===== config.mk =====
export PLATFORM = sky130hd
export DESIGN_NAME = frame_unloader
export DESIGN_NICKNAME = d
export VERILOG_FILES = /design/src/rtl/frame_unloader.sv
export SDC_FILE = /design/constraint.sdc
export NUM_CORES = 1
export LEC_CHECK = 0
export ABC_CLOCK_PERIOD_IN_PS = 12950
export CAP_MARGIN = 25
export CORE_UTILIZATION = 45
export CTS_CLUSTER_DIAMETER = 150
export DETAILED_ROUTE_END_ITERATION = 7
export HOLD_SLACK_MARGIN = 0.12
export MAX_ROUTING_LAYER = met4
export PLACE_DENSITY = 0.77
export SYNTH_ARGS = -nofsm -noshare
export SYNTH_HDL_FRONTEND = slang
export SYNTH_SLANG_ARGS = --single-unit

===== constraint.sdc =====
create_clock -name clk_i -period 12.95 [get_ports clk_i]
set_input_delay 1.295 -clock clk_i [delete_from_list [all_inputs] [get_ports clk_i]]
set_output_delay 1.295 -clock clk_i [all_outputs]
set_load 0.02 [all_outputs]

===== src/rtl/frame_unloader.sv =====
// Unloads a parallel frame captured from an upstream buffer as a stream of words
// with valid/ready handshaking, then presents a wrapping checksum of the frame.
module frame_unloader #(
    parameter int n = 32,
    parameter int m = 16
) (
    input  logic                  clk_i,
    input  logic                  rst_i,
    input  logic [0:m-1][n-1:0]   data_i,
    input  logic                  full_i,
    output logic [n-1:0]          dat_o,
    output logic                  vld_o,
    input  logic                  rdy_i,
    output logic                  last_o,
    output logic [n-1:0]          sum_o,
    output logic                  sum_vld_o,
    output logic                  busy_o,
    output logic [7:0]            frame_cnt_o,
    output logic                  ovf_o
);

    localparam int IW = $clog2(m);

    typedef enum logic [1:0] {
        IDLE,
        SEND,
        SUM
    } state_t;

    state_t              state_q;
    state_t              state_d;
    logic                full_q;
    logic                capture;
    logic                xfer;
    logic [IW-1:0]       idx_q;
    logic [n-1:0]        acc_q;
    logic [n-1:0]        sum_q;
    logic [7:0]          cnt_q;
    logic                ovf_q;
    logic [0:m-1][n-1:0] frame_q;

    assign capture = full_i & ~full_q;
    assign xfer    = vld_o & rdy_i;

    always_comb begin
        state_d   = state_q;
        vld_o     = 1'b0;
        last_o    = 1'b0;
        dat_o     = '0;
        sum_vld_o = 1'b0;
        busy_o    = 1'b1;
        case (state_q)
            IDLE: begin
                busy_o = 1'b0;
                if (capture) begin
                    state_d = SEND;
                end
            end
            SEND: begin
                vld_o  = 1'b1;
                dat_o  = frame_q[idx_q];
                last_o = (idx_q == IW'(m - 1));
                if (rdy_i && last_o) begin
                    state_d = SUM;
                end
            end
            SUM: begin
                sum_vld_o = 1'b1;
                state_d   = IDLE;
            end
            default: begin
                state_d = IDLE;
            end
        endcase
    end

    // The checksum and frame count are committed on the final transfer so they
    // are already visible during the single SUM cycle.
    always_ff @(posedge clk_i) begin
        if (rst_i) begin
            state_q <= IDLE;
            full_q  <= 1'b1;
            idx_q   <= '0;
            acc_q   <= '0;
            sum_q   <= '0;
            cnt_q   <= '0;
            ovf_q   <= 1'b0;
        end else begin
            state_q <= state_d;
            full_q  <= full_i;
            if (capture) begin
                if (state_q == IDLE) begin
                    idx_q <= '0;
                    acc_q <= '0;
                end else begin
                    ovf_q <= 1'b1;
                end
            end
            if (xfer) begin
                idx_q <= idx_q + 1'b1;
                acc_q <= acc_q + dat_o;
                if (last_o) begin
                    sum_q <= acc_q + dat_o;
                    cnt_q <= cnt_q + 8'd1;
                end
            end
        end
    end

    // Frame storage needs no reset; it is always reloaded before being read.
    always_ff @(posedge clk_i) begin
        if (state_q == IDLE && capture) begin
            frame_q <= data_i;
        end
    end

    assign sum_o       = sum_q;
    assign frame_cnt_o = cnt_q;
    assign ovf_o       = ovf_q;

endmodule


==> flow_summary.json, run 1 <==
{
  "die_width_um": 231,
  "synth-edff-count": 512,
  "net-switching-power_uw": 836,
  "syn-instance-count": 1274,
  "path_cells": "buf_4 > buf_4 > mux4_2 > nor2b_1 > a211oi_1 > a21oi_1 > nand2_1 > inv_1 > ha_1 > a211oi_1 > o211ai_1 > a221oi_1 > o211ai_1 > a21oi_1 > a41o_1 > nor2_2 > xnor2_1 > a211oi_2",
  "cts_buffer_depth": 3,
  "ant_nets": 0,
  "grt_pass1_vias": 14900,
  "worst_pin_slew_ns": 1.27,
  "start_kind": "flip-flop",
  "max_stage_delay_ns": 0.74,
  "postCtsSetupBuffers": 0,
  "grt-ovfl-total": 0,
  "root_buffer": "clkbuf_16",
  "combPwrFrac": 0.069,
  "die_area_um2": 53500,
  "p_total_mw": 4.11,
  "cts_tree": "yes",
  "drcViolationCount": 0,
  "critPathTopFamily": "compound AO/OA/AOI/OAI gates",
  "die_h_um": 231,
  "initial_core_util": 0.458,
  "hold_violations": 0,
  "worstPathMaxFanout": 40,
  "synthArstFlopShare": 0,
  "area_growth_pct": 36.5,
  "switching_share": 0.203,
  "internal_power_mw": 3.28,
  "syn_avg_cell_area_um2": 18.6,
  "critPathRequiredTime_ns": 13.49,
  "wl_met1_mm": 24.2,
  "antenna_found_initial": 4,
  "clkPwrFrac": 0.410,
  "viasPerCell": 5.44,
  "netlist.area_leader.share": 0.650,
  "yosysUniqueCellTypes": 52,
  "dp_hpwl_mm": 46.1,
  "end_kind": "flip-flop",
  "critPathKind": "flip-flop to flip-flop",
  "cp_data_arrival_time_ns": 6.97,
  "wl_mm": 64.1,
  "layout.cells.non_filler": 2614,
  "cts.htree.levels": 2,
  "clock_skew_ns": 0.0202,
  "drt-initial-drc-count": 1160,
  "cts.sinks": 592,
  "setup-violations-final": 0,
  "num_vias": 14200,
  "io_pins": 593,
  "max_freq_mhz": 155,
  "power_leakage_nw": 10.7,
  "met2WireLength_mm": 33.1,
  "drive_above_1_share": 0.142,
  "grtUsageTotal": 0.246,
  "vdd_drop_max_v": 0.000119,
  "ys_top_cells_by_count": "512 x edfxtp_1, 159 x mux4_2, 80 x dfxtp_1",
  "min_period_ns": 6.43,
  "postCtsResizedCells": 0,
  "status": "complete, no violations",
  "yosys-top-cells-area": "edfxtp_1 65%, mux4_2 15%, dfxtp_1 6.8%",
  "yosysTopAreaCell": "edfxtp_1",
  "dpl.cell_count": 2498,
  "holdBufCountCts": 0,
  "final_nets": 2432,
  "maxCapViolations": 0,
  "synth-seq-cells": 592,
  "grt_max_degree": 207,
  "synth_area_um2": 23700,
  "clk_latency_ns": 0.62,
  "gp_congestion": 0.920,
  "top_layer": "met4",
  "rsz0062_at_grt": "no",
  "grt_pass1_wl_mm": 93.4,
  "ys_warn_count": 0,
  "relSlewSlack": 0.153,
  "utilization": 0.626,
  "hold_class": "flip-flop to flip-flop",
  "yosysMostFrequentCell": "edfxtp_1",
  "wl_met3_mm": 4.83,
  "syn_nets": 1824,
  "fin_hold_ws_ns": 0.457,
  "timing.critical_path.buf_inv": 3,
  "wl_per_cell_um": 24.5,
  "yosys_most_used_dff": "edfxtp_1",
  "core_um2": 51600,
  "io_buffers": 592,
  "fin_setup_tns_ns": 0,
  "cts_buffers": 61,
  "synth.yosys.seq_area_share": 0.718,
  "cts.clk_slew.worst_paths_ns": 0.06,
  "finalCritPeriodShare": 0.497,
  "p_seq_frac": 0.521,
  "firstDrtPassIters": 6,
  "maxSlewViolCount": 0,
  "critical-path-slowest-cell": "buf_4",
  "powerDensity_nw_per_um2": 127,
  "num_rows": 83
}
## kinds of logic after synthesis
kind of cell | after synthesis | synth area share
xor+xnor | 36 | 0.0133
compound gates | 164 | 0.0452
mux | 161 | 0.152
simple gates | 205 | 0.0399
flops | 592 | 0.718
fa+ha+maj | 34 | 0.0183
buf+inv | 82 | 0.0134
## path summary, 6_finish.rpt
| check | from | to | slack [ns] | cells after the start |
|---|---|---|---|---|
| worst max-delay path | idx_q[0] | sum_o[31] | 6.52 | 18 |
| worst min-delay path | sum_o[10] | sum_o[10] | 0.46 | 2 |
| worst max register to register | idx_q[0] | sum_o[31] | 6.52 | 18 |
| worst min register to register | sum_o[10] | sum_o[10] | 0.46 | 2 |
## metrics by stage
step / area [um^2] / setup slack (ns)
detailed placement: 30300 / 6.44
global route: 32300 / 5.89
floorplan: 23700 / 2.54
CTS: 32300 / 6.42
finish: 32300 / 6.52
global placement: 30300 / 6.51
## placed cells by master (no fill, tap or decap), types with 14 or more instances in the layout
master / netlist / routed
a21o_1: 15 / 15
a21oi_1: 63 / 63
a22oi_1: 16 / 16
and2_1: 33 / 33
buf_4: 1 / 14
clkbuf_16: 0 / 61
clkdlybuf4s50_1: 0 / 591
dfxtp_1: 80 / 76
edfxtp_1: 512 / 512
ha_1: 33 / 33
inv_1: 16 / 15
mux4_2: 159 / 159
nand2_1: 75 / 75
nor2_1: 55 / 54
xnor2_1: 17 / 17
xor2_1: 19 / 19
## area by class of cell
cell class,instances,area (um^2)
antenna,5,12.5
clock buffer,73,1570
clock inverter,37,340
fill,3666,19300
inverter,17,67.6
multi-input combinational,600,6360
sequential,592,17000
tap,680,851
timing repair buffer,610,6100
## metal layers
layer,vias to the layer above,GRT usage
met5,-,-
li1,6346,-
met2,576,0.409
met1,7195,0.300
met3,112,0.0513
met4,0,0.0844
## flip-flops by register name (all words and copies together), names as in the netlist
signal       cells
frame_cnt_o      8
full_q           1
state_q          2
sum_o           32
ovf_o            1
acc_q           32
idx_q            4
frame_q        512
## power by group through the flow
stage,combinational [mW],sequential [mW],clock (mW)
floorplan,0.0874,2.19,0
global placement,0.277,2.18,0
detailed placement,0.283,2.18,0
CTS,0.284,2.14,1.72
global route,0.299,2.15,1.80
finish,0.283,2.14,1.69
## worst reg2reg max path: stages (launching register included)
cell	delay (ns)
dfxtp_4	0.67
buf_4	0.58
buf_4	0.76
mux4_2	0.64
nor2b_1	0.14
a211oi_1	0.27
a21oi_1	0.14
nand2_1	0.21
inv_1	0.07
ha_1	0.31
a211oi_1	0.44
o211ai_1	0.16
a221oi_1	0.60
o211ai_1	0.27
a21oi_1	0.41
a41o_1	0.28
nor2_2	0.06
xnor2_1	0.15
a211oi_2	0.21
Note: power is estimated with default switching activity, not from simulation.
==> inputs of run 2 (changes only) <==
Settings changed: ABC_CLOCK_PERIOD_IN_PS 12950 to 6200, CORE_AREA from default to 2 2 230 232, CORE_UTILIZATION 45 to default, DIE_AREA from default to 0 0 232 234, PLACE_DENSITY 0.77 to 0.75.
Clock period 12.95 ns to 6.2 ns, I/O delays scaled along.
==> run 2 against run 1 <==
- clock power increased by 120%
- register-to-register slack got worse by 5.3 ns
- largest cell class unchanged
- non-clock buffer count increased by 13
==> flow_summary.json, run 2 (synthesized netlist as in run 1, its figures left out) <==
{
  "wl_mm": 69.2,
  "cp_data_arrival_time_ns": 5.48,
  "start_kind": "flip-flop",
  "r2r_end": "sum_o[31]",
  "initial_core_util": 0.455,
  "relSlewSlack": 0.387,
  "dp_slack_ns": 1.25,
  "hold_class": "flip-flop to flip-flop",
  "grt-ovfl-total": 0,
  "core_um2": 52000,
  "grt_pass1_wl_mm": 97.2,
  "hold_path_depth": 2,
  "status": "complete, no violations",
  "layout.cells.non_filler": 2660,
  "maxCapViolations": 0,
  "rsz0062_at_grt": "no",
  "largest_reg_flops": 512,
  "die_h_um": 234,
  "ant_nets": 0,
  "final_nets": 2443,
  "postCtsSetupBuffers": 0,
  "mostFrequentLayoutCells": "591 x clkdlybuf4s50_1, 512 x edfxtp_1, 159 x mux4_2, 76 x dfxtp_1, 75 x nand2_1",
  "grt_pass1_vias": 15000,
  "num_rows": 84,
  "cts.clk_slew.worst_paths_ns": 0.06,
  "viasPerCell": 5.39,
  "num_vias": 14300,
  "end_kind": "flip-flop",
  "firstDrtPassIters": 5,
  "utilization": 0.628,
  "grtUsageTotal": 0.258,
  "cts.sinks": 592,
  "drcViolationCount": 0,
  "cts.htree.levels": 2,
  "dp_hpwl_mm": 51.9,
  "crit_path_start": "idx_q[0]",
  "place_area_um2": 30600,
  "postLayoutCellArea_um2": 32700,
  "die_width_um": 232,
  "grt_max_degree": 167,
  "reg2regPathDepth": 14,
  "postCtsResizedCells": 0,
  "drt-initial-drc-count": 1308,
  "cts_tree": "yes",
  "clock_skew_ns": 0.0166,
  "cts_buffers": 59,
  "final_common_cell": "clkdlybuf4s50_1",
  "io_buffers": 592,
  "hold_violations": 0,
  "finalCritPeriodShare": 0.798,
  "root_buffer": "clkbuf_16",
  "hold_start": "sum_o[20]",
  "holdBufCountCts": 0,
  "powerDensity_nw_per_um2": 269,
  "setup-violations-final": 0,
  "critPathRequiredTime_ns": 6.73,
  "gp_congestion": 0.910,
  "antenna_found_initial": 26,
  "vdd_drop_max_v": 0.000270,
  "setup_ws_ns": 1.25,
  "p_total_mw": 8.78,
  "io_pins": 593,
  "clk_latency_ns": 0.62,
  "worst_pin_slew_ns": 0.919,
  "wl_per_cell_um": 26.0,
  "cts_buffer_depth": 3,
  "largest-register": "frame_q",
  "max_freq_mhz": 202,
  "dpl.cell_count": 2519,
  "critPathKind": "flip-flop to flip-flop",
  "hold_end": "sum_o[20]",
  "drive_above_1_share": 0.153,
  "worstPathMaxFanout": 29,
  "power_leakage_nw": 10.9,
  "die_area_um2": 54300,
  "maxSlewViolCount": 0,
  "min_period_ns": 4.95,
  "reg2reg_setup_slack_ns": 1.25,
  "area_growth_pct": 38.1,
  "reg2reg_from": "idx_q[0]"
}
-- run 2: cell count changes in the layout (fill, tap and decap cells not counted), sizes merged --
| cell | previous run | this run |
|---|---|---|
| diode | 5 | 28 |
| buf | 19 | 32 |
| clkinvlp | 8 | 3 |
| clkbuf | 73 | 77 |
| clkinv | 25 | 27 |
| bufinv | 5 | 6 |
-- run 2: power breakdown --
part | leakage, nW | switching [mW] | internal [mW]
sequential | 5.34 | 0.0360 | 4.45
combinational | 4.55 | 0.217 | 0.391
clock | 1.01 | 1.53 | 2.16
-- run 2: final cells by class --
cell class,instances,area [um^2]
flip-flops and latches,592,17000
clock inverters,35,363
clock buffers,77,1670
fillers,3662,19400
repair buffers,623,6270
inverters,17,67.6
diodes,28,70.1
multi-input cells,600,6380
well taps,688,861
-- run 2: how the worst max path moves through the flow --
| stage | endpoint | slack [ns] | cells after the start |
|---|---|---|---|
| after floorplan | idx_q[1] | -3.29 | 6 |
| after global placement | sum_o[31] | 1.33 | 14 |
| after detailed placement | sum_o[31] | 1.25 | 14 |
| after CTS | sum_o[31] | 1.24 | 14 |
| after global routing | sum_o[31] | 1.01 | 15 |
| final | sum_o[31] | 1.25 | 14 |
-- run 2: worst max-delay path: stages (launching register included) --
cell and delay [ns]:
dfxtp_4 0.81, buf_4 0.30, mux4_2 0.51, mux4_2 0.51
and2_1 0.21, ha_1 0.41, and4_1 0.25, or3_1 0.35
o221a_2 0.27, and2_1 0.15, a21oi_1 0.37, a41o_1 0.28
nor2_2 0.06, xnor2_1 0.15, a211oi_2 0.20
-- run 2: metal layers --
layer | vias up | part of all wire | global-route usage
li1 | 6402 | - | -
met1 | 7203 | 0.38 | 0.317
met2 | 623 | 0.52 | 0.429
met3 | 113 | 0.068 | 0.0507
met4 | 0 | 0.034 | 0.0931
met5 | - | 0 | -
-- run 2: per-stage QoR --
step / setup TNS [ns] / hold WS, ns
5_1_grt: 0 / 0.473
2_1_floorplan: -1426.80 / 0.429
4_1_cts: 0 / 0.456
6_report: 0 / 0.454
3_5_place_dp: 0 / 0.449
3_3_place_gp: 0 / 0.445
==> RTL edit 1, RTL diff (flow settings as in run 2) <==
Encoding of `state_t`: now one-hot (3 bits for 3 states).
--- a/src/rtl/frame_unloader.sv
+++ b/src/rtl/frame_unloader.sv
@@ -23,6 +23,6 @@
 
-    typedef enum logic [1:0] {
-        IDLE,
-        SEND,
-        SUM
+    typedef enum logic [2:0] {
+        IDLE = 3'b001,
+        SEND = 3'b010,
+        SUM  = 3'b100
     } state_t;
Check against the original RTL: same outputs for any inputs over 4 cycles, from zero or initial values and one cycle with rst_i high; so few cycles prove little.
==> RTL edit 1 against run 2 <==
  * Wire length is 2.9% lower
  * Total power decreased by 1.6%
  * Hold slack lost 0.0020 ns
  * Sequential cell count rose by 1
  * Area after synthesis grew 1.0%
  * Design area barely moved
  * Setup slack worse by 0.025 ns
  * Synthesized cell count increased by 1.0%
  * Critical path type unchanged
==> RTL edit 1: results (changes against run 2) <==
Final Util -> 62.8% (about the same)
Xor and xnor area share after synthesis -> 1.28% (-0.050 points)
Gr usage total -> 25.4% (-0.43 points)
Synth-to-Final Area Change -> 36.8%
Clock sinks -> 593 (+0.17%)
Combinational share of power -> 5.4% (-1.5 points)
P_clk -> 0.00370 W (about the same)
Final Wtd Congestion -> 0.895 (-1.7%)
Syn nets -> 1837 (+0.71%)
Routed wire length per instance -> 25.3 µm (-2.7%)
Inverters, non-clock -> 9 (-8)
Status -> complete, no violations
Clock skew -> 0.0376 ns (+0.0210 ns)
FILL cells -> 3665 (+0.082%)
DP HPWL -> 49600 µm (-4.3%)
Fin nets -> 2448 (+0.20%)
Sw frac -> 19.7% (-0.60 points)
Buffer share of cell area -> 18.9% (-0.32 points)
Vias in the first global route -> 15200 (+1.3%)
GR met2 Demand/Resource -> 42.5% (-0.46 points)
Leak pwr -> 10.8 nW (-0.49%)
Sequential cell area fraction in the yosys report -> 71.1% (-0.63 points)
Combinational cell power -> 0.000468 W (-23%)
Synth area leaders -> edfxtp_1 64%, mux4_2 15%, dfxtp_1 6.8%, ha_1 1.7%, a21oi_1 1.2%
Initial antenna violation count -> 15 (-42%)
Area of the multi-input gates -> 6570 µm² (+3.1%)
Share of cells above drive strength 1 -> 15.4% (+0.11 points)
Clock network area share -> 6.13% (-0.10 points)
Met3 GRT Util -> 4.61% (-0.46 points)
Signal buffers -> 618 (-0.80%)
Mux contribution to synthesized area -> 15.0% (-0.19 points)
Pre-CTS setup slack -> 1.21 ns (-0.0399 ns)
RTL edit 1: path summary, 6_finish.rpt:
kind / start / endpoint / slack (ns) / cells after the start
setup / recovery: idx_q[0] / acc_q[26] / 1.23 / 16
hold / removal: sum_o[15] / sum_o[15] / 0.45 / 2
setup reg to reg: idx_q[0] / acc_q[26] / 1.23 / 16
hold reg to reg: sum_o[15] / sum_o[15] / 0.45 / 2
RTL edit 1: worst max-delay path: stages, from the launching register on:
cell and delay, ns:
dfxtp_4 0.68, buf_12 0.31, mux4_2 0.55, mux4_2 0.45, and2_1 0.19, ha_1 0.23
inv_1 0.08, fa_1 0.21, nor2b_1 0.07, o31a_1 0.27, o31ai_1 0.44, o311a_1 0.41
a21oi_2 0.13, a31oi_1 0.30, o21ba_2 0.24, xor2_1 0.16, o21ai_1 0.07
RTL edit 1: routing by layer:
layer  share of wire (%)  wire length, µm
met1                  38            25800
met2                  52            34900
met3                 6.5             4370
met4                 3.1             2100
met5                   0                0
==> RTL edit 2, RTL diff (config.mk and constraints of run 2) <==
Without the edit above. Change the parameter `m` from 16 to 8.
--- a/src/rtl/frame_unloader.sv
+++ b/src/rtl/frame_unloader.sv
@@ -4,3 +4,3 @@
     parameter int n = 32,
-    parameter int m = 16
+    parameter int m = 8
 ) (
Interface: changed (resized data_i); port bits go from 593 to 337. The function was not compared with the original's and may differ.
==> RTL edit 2 against run 2 <==
  * Clock power down 36%
  * Design area decreased by 39%
  * Critical endpoint is now acc_q[31]
  * Wire length down 38%
  * Sequential cell count shrank 257
  * Setup slack improved by 0.55 ns
  * Largest power group unchanged
  * Highest routed layer unchanged
  * Non-clock buffer count is 269 lower
  * Total power decreased by 41%
  * Area after synthesis fell by 40%
==> RTL edit 2: results (changes against run 2) <==
Post-Place Cells -> 2008 (-20%)
Max reg flops -> 256 (-50%)
CTS buffer count -> 39 (-34%)
Clock network area share -> 6.65% (+0.42 points)
Synth cell types -> 57 (+9.6%)
Gr usage total -> 16.2% (-9.7 points)
Worst hold slack -> 0.456 ns (+0.00189 ns)
Hold EP -> sum_o[11]
Area of the multi-input gates -> 4760 µm² (-25%)
Syn nets -> 1312 (-28%)
M1 GR Usage -> 20.4% (-11 points)
Worst-path fanout max -> 38 (+31%)
Iter 0 DRT Violations -> 684 (-48%)
Inverters, non-clock -> 18 (+1)
Synth Area in Adders -> 3.12% (+1.3 points)
Worst ir drop on vdd -> 186 µV (-31%)
Leak pwr -> 6.78 nW (-38%)
Sequential cell area fraction in the yosys report -> 64.9% (-6.9 points)
Top Family by Delay on Critical Path -> compound AO/OA/AOI/OAI gates
Clock skew -> 0.0170 ns (+0.000404 ns)
Routed wire length per instance -> 20.7 µm (-20%)
Avg Vias per Cell -> 4.76 (-12%)
Xor and xnor area share after synthesis -> 2.15% (+0.81 points)
First-pass GRT wire length -> 62600 µm (-36%)
Signal buffers -> 354 (-43%)
Worst R2R Start -> idx_q[1]
Hold_sp -> sum_o[11]
Largest net degree at the start of global routing -> 135 (-19%)
Clk Latency, worst-skew pair -> 0.55 ns (-0.07 ns)
Core area -> 52000 µm² (unchanged)
Hold path depth -> 2 (unchanged)
#MultiIn Comb -> 613 (+2.2%)
Placed Area -> 18500 µm² (-40%)
Fraction of area in registers -> 46.9% (-5.1 points)
Worst Path Arrival -> 4.85 ns (-0.63 ns)
R2R depth -> 13 (-1)
I/O Buffers -> 336 (-43%)
Seq. cell area -> 9280 µm² (-45%)
GR met2 Demand/Resource -> 25.2% (-18 points)
Reg2reg end -> acc_q[31]
Commonest cells in the netlist -> 256 x edfxtp_1, 122 x nand2_1, 80 x a21oi_1, 79 x dfxtp_1, 74 x nor2_1
Antenna Cells -> 4 (-86%)
Fin nets -> 1656 (-32%)
Largest Register -> frame_q
Final Wtd Congestion -> 0.909 (about the same)
EDFF count, synth -> 256 (-50%)
Status -> complete, no violations
CP peak stage delay -> 0.75 ns (-0.06 ns)
Synth area leaders -> edfxtp_1 54%, dfxtp_1 11%, mux4_2 10%, nand2_1 3.2%, ha_1 3.0%
DP HPWL -> 31900 µm (-38%)
Post-synthesis compound-gate area fraction -> 8.59% (+4.1 points)
Share of cells above drive strength 1 -> 11.3% (-4.0 points)
Seq Cell Count -> 335 (-43%)
Initial antenna violation count -> 5 (-81%)
[RTL edit 2: layer usage]
layer	routed length, µm	up-vias	share of wire [%]
li1	-	4575	-
met1	18500	4841	43
met2	20200	425	47
met3	3060	70	7.1
met4	1370	0	3.2
met5	0	-	0
[RTL edit 2: worst max path at each step]
stage	startpoint	endpoint	slack, ns	depth (start not counted)
floorplan	full_i	idx_q[1]	-2.61	5
global placement	idx_q[0]	acc_q[31]	1.77	13
detailed placement	idx_q[0]	acc_q[31]	1.77	13
CTS	idx_q[0]	acc_q[31]	1.72	13
global route	idx_q[0]	sum_o[25]	1.44	15
finish	idx_q[1]	acc_q[31]	1.80	13
[RTL edit 2: power by group]
group	total, W	switching [W]	internal (W)
Combinational	0.000354	0.000146	0.000208
Sequential	0.00249	0.0000186	0.00248
Clock	0.00236	0.000924	0.00144
Total	0.00521	0.00109	0.00412
